File: src/rtl/top_level_if.sv
// Host-side byte interface and serial line of the UART transmitter.
interface top_level_if;
  logic [7:0] Data_In;
  logic       Byte_ready;
  logic       T_Byte;
  logic       Tx;

  modport master (
    output Data_In,
    output Byte_ready,
    output T_Byte,
    input  Tx
  );

  modport slave (
    input  Data_In,
    input  Byte_ready,
    input  T_Byte,
    output Tx
  );
endinterface

File: src/rtl/top_level.sv
// 8N1 UART transmitter with one-byte holding register (double buffered).
// Define UART_TX_PARITY_EN to append an even-parity bit before STOP.
module top_level #(
  parameter int CLKS_PER_BIT = 16
) (
  input logic       clk,
  input logic       rst,
  top_level_if.slave bus
);

  localparam int CW = (CLKS_PER_BIT > 1) ? $clog2(CLKS_PER_BIT) : 1;
  localparam logic [CW-1:0] BAUD_LAST = CW'(CLKS_PER_BIT - 1);

`ifdef UART_TX_PARITY_EN
  typedef enum logic [2:0] {
    IDLE, START, DATA, PARITY, STOP
  } state_t;
`else
  typedef enum logic [1:0] {
    IDLE, START, DATA, STOP
  } state_t;
`endif

  state_t        state_q, state_d;
  logic [7:0]    hold_q, hold_d;
  logic          valid_q, valid_d;
  logic [7:0]    shift_q, shift_d;
  logic          par_q, par_d;
  logic [2:0]    bit_q, bit_d;
  logic [CW-1:0] baud_q, baud_d;
  logic          tx_q, tx_d;

  logic          baud_done;
  logic          start_ok;
  logic [7:0]    load_byte;

  assign baud_done = (baud_q == BAUD_LAST);
  assign start_ok  = bus.T_Byte &&
                     (valid_q || bus.Byte_ready);
  assign load_byte = bus.Byte_ready ? bus.Data_In
                                    : hold_q;
  assign hold_d    = bus.Byte_ready ? bus.Data_In
                                    : hold_q;

  always_comb begin
    state_d = state_q;
    shift_d = shift_q;
    par_d   = par_q;
    bit_d   = bit_q;
    valid_d = valid_q;
    tx_d    = 1'b1;
    baud_d  = (state_q == IDLE || baud_done)
              ? '0 : baud_q + 1'b1;

    unique case (state_q)
      IDLE: begin
        tx_d = 1'b1;
        if (start_ok) begin
          state_d = START;
          shift_d = load_byte;
          par_d   = ^load_byte;
          bit_d   = '0;
          valid_d = 1'b0;
        end
      end
      START: begin
        tx_d = 1'b0;
        if (baud_done) state_d = DATA;
      end
      DATA: begin
        tx_d = shift_q[0];
        if (baud_done) begin
          shift_d = shift_q >> 1;
          bit_d   = bit_q + 3'd1;
          if (bit_q == 3'd7) begin
`ifdef UART_TX_PARITY_EN
            state_d = PARITY;
`else
            state_d = STOP;
`endif
          end
        end
      end
`ifdef UART_TX_PARITY_EN
      PARITY: begin
        tx_d = par_q;
        if (baud_done) state_d = STOP;
      end
`endif
      STOP: begin
        tx_d = 1'b1;
        if (baud_done) state_d = IDLE;
      end
      default: state_d = IDLE;
    endcase

    // A byte loaded at the start edge stays pending
    if (bus.Byte_ready) valid_d = 1'b1;
  end

  always_ff @(posedge clk or posedge rst) begin
    if (rst) begin
      state_q <= IDLE;
      hold_q  <= '0;
      valid_q <= 1'b0;
      shift_q <= '0;
      par_q   <= 1'b0;
      bit_q   <= '0;
      baud_q  <= '0;
      tx_q    <= 1'b1;
    end else begin
      state_q <= state_d;
      hold_q  <= hold_d;
      valid_q <= valid_d;
      shift_q <= shift_d;
      par_q   <= par_d;
      bit_q   <= bit_d;
      baud_q  <= baud_d;
      tx_q    <= tx_d;
    end
  end

  assign bus.Tx = tx_q;

endmodule

File: src/flat_wrapper.sv
// flat-port wrapper written by rule: the top's interface ports become plain ports
module top_level_flat 
#(
  parameter int CLKS_PER_BIT = 16
)
  (clk, rst, bus_Data_In, bus_Byte_ready, bus_T_Byte, bus_Tx);
  top_level_if bus_i ();
  input logic clk;
  input logic rst;
  input wire logic [$bits(bus_i.Data_In)-1:0] bus_Data_In;
  input wire logic [$bits(bus_i.Byte_ready)-1:0] bus_Byte_ready;
  input wire logic [$bits(bus_i.T_Byte)-1:0] bus_T_Byte;
  output wire logic [$bits(bus_i.Tx)-1:0] bus_Tx;
  assign bus_i.Data_In = bus_Data_In;
  assign bus_i.Byte_ready = bus_Byte_ready;
  assign bus_i.T_Byte = bus_T_Byte;
  assign bus_Tx = bus_i.Tx;
  top_level #(.CLKS_PER_BIT(CLKS_PER_BIT)) u_core (.clk(clk), .rst(rst), .bus(bus_i));
endmodule
File: config.mk
export PLATFORM = sky130hd
export DESIGN_NAME = top_level_flat
export DESIGN_NICKNAME = d
export VERILOG_FILES = /design/src/rtl/top_level_if.sv /design/src/rtl/top_level.sv /design/src/flat_wrapper.sv
export SDC_FILE = /design/constraint.sdc
export NUM_CORES = 1
export LEC_CHECK = 0
export CORE_ASPECT_RATIO = 1.5
export CORE_MARGIN = 2
export CORE_UTILIZATION = 55
export CTS_CLUSTER_DIAMETER = 100
export DETAILED_ROUTE_END_ITERATION = 12
export PLACE_DENSITY_LB_ADDON = 0.3
export SYNTH_ARGS = -nofsm -noshare
export SYNTH_HDL_FRONTEND = slang
export SYNTH_SLANG_ARGS = --single-unit
File: constraint.sdc
create_clock -name clk -period 2.07 [get_ports clk]
set_input_delay 0.207 -clock clk [delete_from_list [all_inputs] [get_ports clk]]
set_output_delay 0.207 -clock clk [all_outputs]
set_load 0.05 [all_outputs]
==> results of run 1 <==
[final cells by class]
cell class | count | area [µm²] | area share [%]
Clock inverter | 1 | 5.00 | 0.309
Clock buffer | 3 | 22.5 | 1.39
Inverter | 10 | 37.5 | 2.31
Multi-Input combinational cell | 83 | 657 | 40.5
Tap cell | 24 | 30.0 | 1.85
Timing Repair Buffer | 20 | 193 | 11.9
Sequential cell | 27 | 677 | 41.7
[how the worst max path moves through the flow]
stage / from / endpoint / slack (ns)
6_report: u_core.state_q[0]$_DFFE_PP0P_ / u_core.shift_q[3]$_DFFE_PP0P_ / 0.17
4_1_cts: u_core.state_q[0]$_DFFE_PP0P_ / u_core.shift_q[3]$_DFFE_PP0P_ / 0.16
3_5_place_dp: bus_Byte_ready / u_core.shift_q[3]$_DFFE_PP0P_ / 0.15
2_1_floorplan: u_core.state_q[1]$_DFFE_PP0P_ / u_core.state_q[1]$_DFFE_PP0P_ / 0.40
5_1_grt: u_core.state_q[0]$_DFFE_PP0P_ / u_core.shift_q[3]$_DFFE_PP0P_ / 0.08
3_3_place_gp: bus_T_Byte / u_core.state_q[1]$_DFFE_PP0P_ / 0.23
[report_power, final]
part           internal [mW]  switching, mW  total [mW]
Clock                 0.0728          0.161       0.234
Combinational         0.0704         0.0629       0.133
Sequential             0.558         0.0151       0.573
[synth_stat cells (all sizes together)]
| cell | instances |
|---|---|
| a21oi | 4 |
| and2 | 1 |
| nand4 | 2 |
| and3 | 2 |
| nand4b | 1 |
| o32ai | 4 |
| dfstp | 1 |
| mux2 | 9 |
| a222oi | 1 |
| nor2 | 3 |
| a32oi | 2 |
| mux2i | 2 |
| xnor2 | 1 |
| or4b | 1 |
| ha | 7 |
| buf | 5 |
| inv | 10 |
| o211a | 3 |
| o221ai | 1 |
| nor3 | 4 |
| dfrtp | 26 |
| o211ai | 4 |
| o22ai | 3 |
| o2bb2a | 1 |
| clkbuf | 1 |
| nand3 | 5 |
| a21o | 1 |
| a22oi | 1 |
| nor2b | 1 |
| o21ai | 2 |
| a2bb2oi | 6 |
| a211oi | 1 |
| or2 | 1 |
| nand2b | 2 |
| nand2 | 6 |
| a2111oi | 1 |
[critical path, cell delays in order, from the launching register on]
cell	delay, ns
dfrtp_1	0.43
inv_1	0.08
ha_1	0.29
buf_4	0.21
nor2b_1	0.17
a2bb2oi_1	0.43
o32ai_1	0.17
[kinds of logic (layout without fill, tap and decap cells)]
logic type	Yosys count	in the layout	share of synthesized area (%)
muxes	11	11	8.68
AOI/OAI and AO/OA	35	35	19.9
adders and majority gates	7	7	6.26
and+or+nand+nor	29	29	11.4
DFF	27	27	48.4
xor gates and xnor gates	1	1	0.626
buffers and inverters	16	34	4.83
[timing repair]
item,in CTS,in global routing
hold buffers,0,0
resized for setup,0,1
setup endpoints to repair,0,2
[metal layers]
metal	vias to the layer above	wire length [µm]	global-route usage (%)
li1	511	-	-
met4	0	113	12.5
met2	48	1660	42.1
met1	532	1230	27.8
met5	-	0	0
met3	12	104	1.92
[flip-flops by register name, indices dropped and copies added (netlist names)]
register,flops
u_core.baud_q,4
u_core.bit_q,3
u_core.bus.Tx,1
u_core.hold_q,8
u_core.shift_q,8
u_core.state_q,2
u_core.valid_q,1
==> results summary, run 1 <==
The cell area after synthesis came out at 1400 µm². The leading cell type in the layout, fill and taps excluded is dfrtp_1. The final hold violation count came to 0. The number of distinct library cells after synthesis came out at 41. Setup repair after global routing left no endpoint under its margin. The achievable clock frequency is 0.527 GHz. The final wirelength came out at 3110 µm. Summing all placed instances gives a cell area of 1590 µm².

The die covers 2970 µm². The non-filler instance count after layout came out at 168. dfrtp_1 takes more of the synthesized area than any other cell. In the layout the commonest cells are 26 x dfrtp_1, 12 x clkdlybuf4s50_1, 10 x inv_1, 7 x mux2_2, 7 x buf_4. The standard-cell row count is 22. The core utilization of the finished layout is 66.9%. In this run the number of H-tree levels came out at 1.

The leakage component of the power is 0.710 nW. The initial antenna violation count came out at 0. The initial core utilization came out at 57.7%.

The run finished with clean final reports. The height of the die is 65.8 µm. The portion of synthesized cell area occupied by the leading cell type came out at 46.5%. The final setup TNS came out at 0 ns. The remaining global-route overflow is 0.

The final instance area came out at 1620 µm². The area overhead of the layout relative to synthesis is 15.9%. The number of nets in the final layout came out at 164.

The depth of the worst register-to-register path is 6. The length of the first detailed-routing pass in iterations is 4. The top fanout value on the critical path came out at 11. Once detail routing completed, the nets flagged for antenna violations numbered 0. The worst setup path is launched from a register. The worst supply voltage drop on vdd came out at 0.477 mV. In the final routed layout, each cell accounts on average for 18.5 µm. The number of storage elements in the synthesis netlist is 27.

The measured slew at the worst slew-check pin came out at 0.650 ns. Yosys attributes the largest share of cell area to dfrtp_1 47%, ha_1 6.3%, mux2_2 5.6%, a2bb2oi_1 3.8%, inv_1 2.7%. Synthesis produced a netlist with a net count of 145. The register clock-pin slew on the reported worst setup and hold paths is 0.14 ns. Counting along the longest clock path gives a buffer depth of 2. The ratio of cells with drive above 1 in the final layout came out at 16.7%. The power per cell area came out at 580 nW/µm². The via count of the first global-routing pass came out at 1176. The floorplan step defined a core boundary enclosing 2420 µm². Including well taps, the total number of placed cells is 164. The share of the yosys chip area belonging to registers is 48.4%. The clock skew came out at 0.00146 ns.

The maximum number of pins on one net before global-route repair is 28. The floorplan step set the die width to 45.2 µm. Buffers inserted during clock tree synthesis total 3. The total power draw came out at 940 µW. The violation count after the first detailed-routing iteration is 31.

Detailed routing inserted a total of 1103 vias. After synthesis, the mean cell area works out to 11.1 µm². The all-layer global routing usage is 24.0%.

The startpoint identified for the worst register-to-register timing path is u_core.state_q[0]$_DFFE_PP0P_. The later-pin clock latency in the skew report is 0.33 ns. The via-per-instance ratio came out at 6.57. The final worst setup slack is 0.171 ns. The number of maximum-capacitance violations came out at 0. Fill cells in the final layout number 193. Clock tree synthesis selected as its root buffer the cell clkbuf_4. The ratio of final minimum period to clock period came out at 91.7%. The cell count after synthesis is 126. The setup slack of the worst register-to-register path is 0.17 ns. The wire length of the first global-routing pass came out at 5220 µm.

The critical path is of the reg2reg type. TritonCTS built the clock tree. The endpoint kind of the worst setup timing path is a register. The tightest min-delay check is of the in2async type.

The total setup violations reported at the end of the flow is 0. The total number of clock tree sinks is 27. The time the worst path needs with I/O delays and setup is 1.90 ns. The worst reg2reg path endpoint is u_core.shift_q[3]$_DFFE_PP0P_. The repair_antennas step left the layout with diodes totalling 0. For this run, design rule violations remaining after detail routing come to 0. The worst endpoint data arrival time is 2.11 ns. The critical path data required time is 2.28 ns. The number of I/O port buffers is 12. The worst hold-check slack came out at 0.210 ns. The final RePlAce weighted congestion is 0.811. The estimated wirelength of the detail-placed design came out at 2260 µm. The relative slew slack is 55.6%. The I/O pin total came out at 13. Prior to clock tree synthesis, the placed netlist has a worst setup slack of 0.147 ns. The number of slew-limit violations in the final report is 0. The number of post-CTS setup repair buffers is 0. The count of synthesis-stage warnings from yosys is 0.
No activity file was read; power rests on OpenSTA's default activity.
==> run 2: changes to the inputs <==
CAP_MARGIN = 0   (was unset)
CTS_CLUSTER_DIAMETER = 40   (was 100)
==> results of run 2 <==
Same layout as run 1: the final DEF is identical, and so are final timing and power.
==> run 3: changes to the inputs <==
SLEW_MARGIN = 20   (was unset)
==> results of run 3 <==
Same layout as run 1: the final DEF is identical, and so are final timing and power.
==> variant 1: new RTL, settings of run 3 <==
Encoding of `state_t`: now Gray code (2 bits for 4 states).
--- a/src/rtl/top_level.sv
+++ b/src/rtl/top_level.sv
@@ -17,7 +17,7 @@
   } state_t;
 `else
   typedef enum logic [1:0] {
-    IDLE, START, DATA, STOP
+    IDLE = 2'b00, START = 2'b01, DATA = 2'b11, STOP = 2'b10
   } state_t;
 `endif
 
Function: no difference found for any inputs over 10 cycles, from zero or initial values and one cycle with rst high; not proved beyond that.
==> variant 1 against run 3 <==
Worst setup slack better by 27 ps; global-route usage down 2.7 points; utilization down 0.28 points; register-to-register slack better by 140 ps; die area down 4.5%; sequential cell count unchanged; design area down 7.1%; area after synthesis down 4.8%; first-iteration DRC count down 26%; wire length down 20%.
Power is not compared: it rests on default switching activity, and its combinational part moved more than twofold at a synthesized area within 25%.
==> variant 1: results <==
[finish]
drive_above_1_share = 0.161
nNetsFinal = 157
fillers = 185

[place]
gp_congestion = 0.829
placed_area_um2 = 1480
place_hpwl_mm = 1.86

[global_route]
track_usage = 0.213
grt_pass1_wl_mm = 4.49

[synth]
synth-xor-area-share = 0.00658
ys_types = 38
synth_nets = 141
synthAdderAreaFrac = 0.0658
synthMuxAreaShare = 0.0827
synthTopCellsByArea = dfrtp_1 (49%), mux2_2 (6.8%), ha_1 (6.6%)

[setup_path]
cpMaxStageDelayCell = clkdlybuf4s50_1
max_stage_delay_ps = 790
crit_arrival_ps = 1660
reg2reg_slack_ps = 310
critPathTopFamily = buffers and inverters

[route]
wl_met1_mm = 1.06
met3_length_um = 59
drt-initial-drc-count = 23
wl_per_cell_um = 15.4
vias = 969

[timing]
skew_ps = 3.89
worst_pin_slew_ps = 488

[status]
outcome = finished clean
[variant 1: changes by cell type after synthesis, moves of 3 or more]
cell	run 3	this run
nor2_1	3	9
a2bb2oi_1	6	0
inv_1	10	7
o211a_1	3	0
o211ai_1	4	0
o32ai_1	4	0
a21oi_1	4	7
[variant 1: kinds of logic after synthesis]
kind of cell	Yosys count
and+or+nand+nor	37
AOI/OAI and AO/OA	27
DFF	27
buffers and inverters	13
muxes	10
adders and majority gates	7
xor gates and xnor gates	1
[variant 1: path summary, 6_finish.rpt]
kind	startpoint	cells after the start	to
setup / recovery	u_core.bus.Tx	1	bus_Tx
setup reg to reg	u_core.baud_q[0]	5	u_core.state_q[1]
hold reg to reg	u_core.baud_q[0]	1	u_core.baud_q[0]
max in group asynchronous	rst	3	u_core.bus.Tx
min in group clk	bus_Data_In[5]	2	u_core.hold_q[5]
hold / removal	rst	3	u_core.hold_q[1]
[variant 1: through the flow]
step | hold WS (ps) | worst slack [ps] | power, mW | utilization | cells
6_report | 209 | 199 | 1.96 | 0.667 | 160
5_1_grt | 244 | 163 | 2.12 | 0.667 | 160
4_1_cts | 213 | 183 | 1.98 | 0.667 | 160
3_5_place_dp | 479 | 236 | 1.75 | 0.654 | 156
3_3_place_gp | 466 | 279 | 1.68 | 0.654 | 156
2_1_floorplan | 259 | 576 | 1.52 | - | 122
[variant 1: metal layers]
| metal | vias up | track usage |
|---|---|---|
| met3 | 5 | 0.0169 |
| met4 | 0 | 0.114 |
| met1 | 480 | 0.264 |
| li1 | 470 | - |
| met2 | 14 | 0.355 |
| met5 | - | 0 |
[variant 1: area by class of cell]
type,instances,area (µm²),share of cell area
clock inverters,1,5.00,0.00332
repair buffers,17,158,0.105
clock buffers,3,22.5,0.0150
inverters,7,26.3,0.0174
well taps,23,28.8,0.0191
multi-input cells,82,589,0.391
flip-flops and latches,27,677,0.449
[variant 1: report_power, final]
group,switching (mW),internal (mW),total [mW]
Clock,0.156,0.0729,0.229
Sequential,0.115,0.702,0.817
Combinational,0.511,0.404,0.915
==> variant 2: new RTL, config.mk and constraints of run 3 <==
Without the edit above. Add a define of `UART_TX_PARITY_EN`.
--- a/src/rtl/top_level.sv
+++ b/src/rtl/top_level.sv
@@ -1,5 +1,7 @@
 // 8N1 UART transmitter with one-byte holding register (double buffered).
 // Define UART_TX_PARITY_EN to append an even-parity bit before STOP.
+`define UART_TX_PARITY_EN
+
 module top_level #(
   parameter int CLKS_PER_BIT = 16
 ) (
Behaviour: same outputs for any inputs over 10 cycles, from zero or initial values and one cycle with rst high; that may be too few to reach the edited logic, so the function may still have changed.
==> variant 2 against run 3 <==
Area after synthesis shrank 2.7%; critical endpoint is now bus_Tx; die area is 2.5% lower; highest routed layer unchanged; design area increased by 1.9%; worst setup slack improved by 60 ps; wire length is 22% lower; sequential cell count is 2 higher; synthesized cell count grew 1.6%; critical path depth decreased by 5; global-route usage decreased by 3.6 points; count of clock-buffer cells in the layout grew 4.
Power is not compared: it rests on default switching activity, and its combinational part moved more than twofold at a synthesized area within 25%.
==> variant 2: results <==
[cts]
clkTransAtPathRegs_ps = 90
numCtsBuffers = 5
htreeDepth = 2

[synth]
synthTopCellsByArea = dfrtp_1 (51%), mux2i_2 (6.1%), xnor2_1 (3.9%)
syn_area_per_cell_um2 = 10.6
ys_types = 33
ys_seq_area_frac = 0.534
synth_common_cells = dfrtp_1 (28), nand2_1 (12), nor2_1 (12), inv_1 (10), o21ai_0 (9)

[setup_path]
critPathLaunch = u_core.bus.Tx
cp-endpoint = bus_Tx
cp_max_fo = 1
worstRegToRegCells = 5
r2r_end = u_core.shift_q[4]
critPathTopFamily = buffers and inverters
crit_arrival_ps = 1630
reg2reg_slack_ps = 430
cpMaxStageDelayCell = clkdlybuf4s50_1

[timing]
skew_ps = 3.15
period_needed_ps = 1840
hold_ws_ps = 241

[finish]
nNetsFinal = 168
final_cells = 178
fillers = 195

[route]
drt-initial-drc-count = 19
wirelength_mm = 2.42
viasPerCell = 5.52

[status]
outcome = finished clean

[pwr]
ir_worst_vdd_mv = 0.774

[place]
placed_area_um2 = 1580
place_hpwl_mm = 1.81
dpl_worst_slack_ps = 62.0
gp_congestion = 0.841

[global_route]
track_usage = 0.204
grt_pass1_vias = 1051
grt_max_degree = 30
grt_pass1_wl_mm = 4.23
variant 2: cell types whose count changed after synthesis, sizes merged, moves of 6 or more:
cell / delta
a2bb2oi: -6
mux2: -8
mux2i: +6
nand2: +6
nor2: +9
o21ai: +9
xnor2: +6
variant 2: layer usage:
metal | part of all wire | up-vias | GRT usage
met5 | 0 | - | 0
met3 | 0.037 | 11 | 0.0696
li1 | - | 479 | -
met1 | 0.38 | 471 | 0.200
met2 | 0.54 | 21 | 0.359
met4 | 0.036 | 0 | 0.106
variant 2: layout make-up:
| type | instances | share of cell area |
|---|---|---|
| clock buffers | 7 | 0.0394 |
| clock inverters | 1 | 0.00303 |
| inverters | 10 | 0.0227 |
| multi-input cells | 82 | 0.337 |
| flip-flops and latches | 29 | 0.440 |
| well taps | 24 | 0.0182 |
| repair buffers | 25 | 0.139 |
variant 2: cell families (layout without fill, tap and decap cells):
kind of cell | after synthesis | after routing | share of synthesized area
adder cells (fa/ha/maj) | 3 | 3 | 0.0276
flip-flops | 29 | 29 | 0.534
AND/OR/NAND/NOR | 35 | 35 | 0.116
XOR/XNOR | 10 | 10 | 0.0699
buffers and inverters | 17 | 43 | 0.0570
AO/OA/AOI/OAI | 25 | 25 | 0.112
multiplexers | 9 | 9 | 0.0836
variant 2: worst min-delay path: cells and delay by family:
| kind | cells | cell delay [ps] |
|---|---|---|
| buffers and inverters | 3 | 770 |
variant 2: power breakdown:
group / internal [mW] / switching [mW] / leakage (nW)
combinational: 0.280 / 0.287 / 0.386
clock: 0.197 / 0.196 / 0.0413
sequential: 0.748 / 0.129 / 0.352
total: 1.22 / 0.612 / 0.779
